===== src/rtl/truth_table_scanner_if.sv =====
// Signal bundle between the truth-table scanner and its environment: the scan
// request, the function-under-test inputs/output and the captured results.
interface truth_table_scanner_if;
   logic        start;
   logic        nvars;
   logic [15:0] expected;
   logic        f_in;
   logic        x;
   logic        y;
   logic        z;
   logic        w;
   logic        busy;
   logic        done;
   logic [15:0] minterms;
   logic [4:0]  ones;
   logic        match;

   modport master (
      output start, nvars, expected, f_in,
      input  x, y, z, w, busy, done, minterms, ones, match
   );

   modport slave (
      input  start, nvars, expected, f_in,
      output x, y, z, w, busy, done, minterms, ones, match
   );
endinterface


===== src/rtl/truth_table_scanner.sv =====
// Walks a 3- or 4-variable function through every input row, one row per
// cycle, captures its truth table, counts the ones and compares to a mask.
module truth_table_scanner (
   input  logic                   clk,
   input  logic                   rst_n,
   truth_table_scanner_if.slave   bus
);

   typedef enum logic [1:0] {
      IDLE = 2'd0,
      SCAN = 2'd1,
      DONE = 2'd2
   } state_t;

   state_t      state_q, state_d;
   logic [3:0]  idx_q, idx_d;
   logic [3:0]  row_q, row_d;
   logic [15:0] minterms_q, minterms_d;
   logic [4:0]  ones_q, ones_d;
   logic        match_q, match_d;
   logic        nvars_q, nvars_d;

   logic [15:0] captured;
   logic [15:0] mask;
   logic [3:0]  last_idx;
   logic [3:0]  next_idx;

   always_ff @(posedge clk or negedge rst_n) begin
      if (!rst_n) begin
         state_q    <= IDLE;
         idx_q      <= 4'd0;
         row_q      <= 4'd0;
         minterms_q <= 16'd0;
         ones_q     <= 5'd0;
         match_q    <= 1'b0;
         nvars_q    <= 1'b0;
      end else begin
         state_q    <= state_d;
         idx_q      <= idx_d;
         row_q      <= row_d;
         minterms_q <= minterms_d;
         ones_q     <= ones_d;
         match_q    <= match_d;
         nvars_q    <= nvars_d;
      end
   end

   // The row currently on x,y,z,w is idx_q; its f_in is captured on the next
   // edge, so the final compare must use the table including that last bit.
   always_comb begin
      state_d    = state_q;
      idx_d      = idx_q;
      row_d      = row_q;
      minterms_d = minterms_q;
      ones_d     = ones_q;
      match_d    = match_q;
      nvars_d    = nvars_q;

      captured = minterms_q | (16'(bus.f_in) << idx_q);
      mask     = nvars_q ? 16'hFFFF : 16'h00FF;
      last_idx = nvars_q ? 4'd15 : 4'd7;
      next_idx = idx_q + 4'd1;

      case (state_q)
         IDLE: begin
            if (bus.start) begin
               state_d    = SCAN;
               idx_d      = 4'd0;
               row_d      = 4'd0;
               minterms_d = 16'd0;
               ones_d     = 5'd0;
               match_d    = 1'b0;
               nvars_d    = bus.nvars;
            end
         end
         SCAN: begin
            minterms_d = captured;
            ones_d     = ones_q + 5'(bus.f_in);
            if (idx_q == last_idx) begin
               state_d = DONE;
               row_d   = 4'd0;
               match_d = ((captured ^ bus.expected) & mask) == 16'd0;
            end else begin
               idx_d = next_idx;
               row_d = nvars_q ? next_idx : {next_idx[2:0], 1'b0};
            end
         end
         DONE: begin
            state_d = IDLE;
         end
         default: begin
            state_d = IDLE;
         end
      endcase
   end

   assign bus.x        = row_q[3];
   assign bus.y        = row_q[2];
   assign bus.z        = row_q[1];
   assign bus.w        = row_q[0];
   assign bus.busy     = (state_q != IDLE);
   assign bus.done     = (state_q == DONE);
   assign bus.minterms = minterms_q;
   assign bus.ones     = ones_q;
   assign bus.match    = match_q;

endmodule


===== src/flat_wrapper.sv =====
// flat-port wrapper written by rule: the top's interface ports become plain ports
module truth_table_scanner_flat 
  (clk, rst_n, bus_start, bus_nvars, bus_expected, bus_f_in, bus_x, bus_y, bus_z, bus_w, bus_busy, bus_done, bus_minterms, bus_ones, bus_match);
  truth_table_scanner_if bus_i ();
  input  logic clk;
  input  logic rst_n;
  input wire logic [$bits(bus_i.start)-1:0] bus_start;
  input wire logic [$bits(bus_i.nvars)-1:0] bus_nvars;
  input wire logic [$bits(bus_i.expected)-1:0] bus_expected;
  input wire logic [$bits(bus_i.f_in)-1:0] bus_f_in;
  output wire logic [$bits(bus_i.x)-1:0] bus_x;
  output wire logic [$bits(bus_i.y)-1:0] bus_y;
  output wire logic [$bits(bus_i.z)-1:0] bus_z;
  output wire logic [$bits(bus_i.w)-1:0] bus_w;
  output wire logic [$bits(bus_i.busy)-1:0] bus_busy;
  output wire logic [$bits(bus_i.done)-1:0] bus_done;
  output wire logic [$bits(bus_i.minterms)-1:0] bus_minterms;
  output wire logic [$bits(bus_i.ones)-1:0] bus_ones;
  output wire logic [$bits(bus_i.match)-1:0] bus_match;
  assign bus_i.start = bus_start;
  assign bus_i.nvars = bus_nvars;
  assign bus_i.expected = bus_expected;
  assign bus_i.f_in = bus_f_in;
  assign bus_x = bus_i.x;
  assign bus_y = bus_i.y;
  assign bus_z = bus_i.z;
  assign bus_w = bus_i.w;
  assign bus_busy = bus_i.busy;
  assign bus_done = bus_i.done;
  assign bus_minterms = bus_i.minterms;
  assign bus_ones = bus_i.ones;
  assign bus_match = bus_i.match;
  truth_table_scanner u_core (.clk(clk), .rst_n(rst_n), .bus(bus_i));
endmodule

===== config.mk =====
export PLATFORM = sky130hd
export DESIGN_NAME = truth_table_scanner_flat
export DESIGN_NICKNAME = d
export VERILOG_FILES = /design/src/rtl/truth_table_scanner_if.sv /design/src/rtl/truth_table_scanner.sv /design/src/flat_wrapper.sv
export SDC_FILE = /design/constraint.sdc
export NUM_CORES = 1
export LEC_CHECK = 0
export ABC_CLOCK_PERIOD_IN_PS = 3600
export BUFFER_PORTS_ARGS = -buffer_cell sky130_fd_sc_hd__buf_2
export CORE_MARGIN = 1.5
export CORE_UTILIZATION = 35
export CTS_CLUSTER_SIZE = 8
export DETAILED_ROUTE_END_ITERATION = 10
export PLACE_DENSITY_LB_ADDON = 0.12
export SYNTH_ARGS = -nofsm -noshare
export SYNTH_HDL_FRONTEND = slang
export SYNTH_SLANG_ARGS = --single-unit
export TNS_END_PERCENT = 20

===== constraint.sdc =====
create_clock -name clk -period 3.6 [get_ports clk]
set_clock_uncertainty 0.2 [all_clocks]
set_input_delay 0.54 -clock clk [delete_from_list [all_inputs] [get_ports clk]]
set_output_delay 0.54 -clock clk [all_outputs]
set_load 0.01 [all_outputs]

==> reports/qor.yml <==
status: "finished, final reports clean"
top_level_ports: 49
n_fill_cell: 541
fmax_ghz: 0.397
syn_inst: 207
firstDrtPassIters: 4
r2r_slack_ns: 1.08
rows: 26
finish.utilization_pct: 43.7
drv_cap: 0
rr_startpoint: "u_core.idx_q[0]$_DFFE_PN0P_"
cp_cell_sequence: "and3b_1 > a311o_1 > a32o_1 > o41a_1 > o31ai_2"
io_buffers: 48
drc: 0
ys_seq_elements: 33
clock_path_buffers: 2
arrival_ns: 2.51
path_class: "flip-flop to flip-flop"
hold_violations: 0
ys_types: 36
layout_commonest_cell: "buf_2"
cts_root_buf: "clkbuf_8"
cts_tree: "done"
wl_um: 4780
yosys.area.top_type: "dfrtp_1"
drt_iter0_markers: 107
cts_sinks: 33
vias: 1712
syn2layout_area_growth_pct: 20.1
place_congestion: 0.741
p_leak_nw: 1.08
cp_max_fo: 12
rr_worst_depth: 5
clkSlewWorstSetupHoldPaths_ns: 0.07
yosysSeqAreaShare_pct: 44.4
yosysWarnings: 0
cp-end-kind: "flip-flop"
cts_made_buffers: 5
ctsHoldBuffers: 0
grt_pass1_vias: 1531
p_per_area_nw_per_um2: 777
core_area_um2: 5110
cp_slowest_stage_delay_ns: 0.55
synth_area_leaders: "dfrtp_1, a21oi_1, nor2_1, nand2_1, o21ai_0"
final_cell_mix: "buf_2, dfrtp_1, nor2_1, nand2_1, a21oi_1"
wl_per_cell_um: 14.8
die_area_um2: 5760
diodes: 0
nNetsFinal: 275
avgViaCountPerCell: 5.32
fin_crit_ns: 2.52
yosysTopAreaCellShare_pct: 44.4
setup_violations: 0
startpoint_type: "flip-flop"
crit_path_start: "u_core.idx_q[0]$_DFFE_PN0P_"
die_y_um: 75.9
grt_overflow: 0
clkLatencyLatePin_ns: 0.28
worstPathRequired_ns: 3.60
die_w_um: 75.9
cts.repair.resized: 0
fin_tns_setup_ns: 0
finalMaxSlewViolations: 0
syn-num-nets: 231
relSlewSlack_pct: 48.7
grt_max_degree: 34
rsz0062_at_grt: "no"
crit_end: "u_core.bus.match$_DFFE_PN0P_"
hpwlAfterDp_um: 3360
antenna_left: 0
hold_class: "primary input to async pin"
timing.rr.end: "u_core.bus.match$_DFFE_PN0P_"
grt_usage_pct: 17.9
worst_slew_pin_slew_ns: 0.770
finalCritPeriodShare_pct: 69.9
cp_slowest_cell: "dfrtp_1"
grt_first_pass_wirelength_um: 7590
grt_antenna_before_repair: 0
cts_setup_buffers: 0
start_util_pct: 36.4
vdd.ir_drop.worst_mv: 0.282
htree_levels: 2
synth_area_um2: 1860
synth.avg_cell_area_um2: 8.98
drive_above_1_share_pct: 24.2
==> how the worst min path moves through the flow <==
stage	from	to	slack, ns	cells after the start
2_1_floorplan	rst_n	u_core.bus.match$_DFFE_PN0P_	0.04	0
3_3_place_gp	u_core.row_q[3]$_DFFE_PN0P_	u_core.row_q[3]$_DFFE_PN0P_	0.26	2
3_5_place_dp	u_core.row_q[0]$_DFFE_PN0P_	u_core.row_q[0]$_DFFE_PN0P_	0.27	2
4_1_cts	rst_n	u_core.row_q[2]$_DFFE_PN0P_	0.15	1
5_1_grt	rst_n	u_core.state_q[0]$_DFFE_PN0P_	0.16	1
6_report	rst_n	u_core.row_q[2]$_DFFE_PN0P_	0.12	1
==> kinds of logic after synthesis <==
group,after synthesis,synth area share (%)
and+or+nand+nor,80,21.3
AOI/OAI and AO/OA,65,23.0
DFF,33,44.4
buffers and inverters,16,4.37
xor gates and xnor gates,8,3.77
adders and majority gates,3,2.02
muxes,2,1.08
==> worst max-delay path, delay by kind of cell (launching register included) <==
| kind | cells | cell delay, ns |
|---|---|---|
| compound gates | 4 | 1.31 |
| flops | 1 | 0.55 |
| simple gates | 1 | 0.37 |
==> state kept, by name, summed over array words and instances, names as in the netlist <==
register	count
u_core.bus.match	1
u_core.bus.ones	5
u_core.state_q	2
u_core.row_q	4
u_core.nvars_q	1
u_core.idx_q	4
u_core.bus.minterms	16
==> cells in the mapped netlist <==
library cell and count:
o211ai_1 1, a21oi_1 21, buf_4 1, buf_2 2
nand3b_1 1, a211o_1 6, dfrtp_1 33, and2_1 5
a31oi_1 6, nand2b_1 1, o41a_1 1, clkbuf_1 8
nor2_1 24, a32oi_1 1, mux2i_1 2, xnor2_1 1
nor3b_2 1, and3b_1 2, o21ai_0 15, xor2_1 7
a32o_1 4, and3_1 4, nand4_1 4, o31ai_2 1
nor2b_1 4, inv_1 3, and2_0 1, buf_6 2
nand2_1 21, o31ai_1 2, nand3_1 10, a22oi_1 3
and4b_1 1, a311o_1 4, and3_4 1, ha_1 3
==> layout make-up <==
class                           instances  area, um^2  share of cell area, %
Clock inverter                          1        5.00                  0.224
Inverter                                3        11.3                  0.504
Multi-Input combinational cell        158         952                   42.6
Sequential cell                        33         826                   37.0
Tap cell                               70        87.6                   3.92
Timing Repair Buffer                   50         255                   11.4
Clock buffer                            7        96.3                   4.31
==> through the flow <==
stage	power [mW]	worst slack [ns]	cells	cell area, um^2	hold WS, ns
finish	1.73	1.08	322	2230	0.120
global route	1.90	0.926	322	2230	0.164
CTS	1.75	1.09	322	2230	0.151
detailed placement	1.43	1.00	314	2130	0.268
global placement	1.42	1.05	314	2130	0.262
floorplan	1.18	1.34	207	1860	0.0444
==> report_power, final <==
group | switching, mW | internal [mW]
sequential | 0.168 | 0.507
combinational | 0.443 | 0.302
clock | 0.141 | 0.173
==> routing by layer <==
layer  GRT usage, %  vias to the layer above  wire length (um)  part of all wire [%]
met5              0                        -                 0                     0
met4           4.76                        0                31                  0.65
met3           4.23                        4               210                   4.4
met2           26.1                       46              2130                    45
met1           26.4                      821              2410                    50
li1               -                      841                 -                     -
No activity file was read; power rests on OpenSTA's default activity.
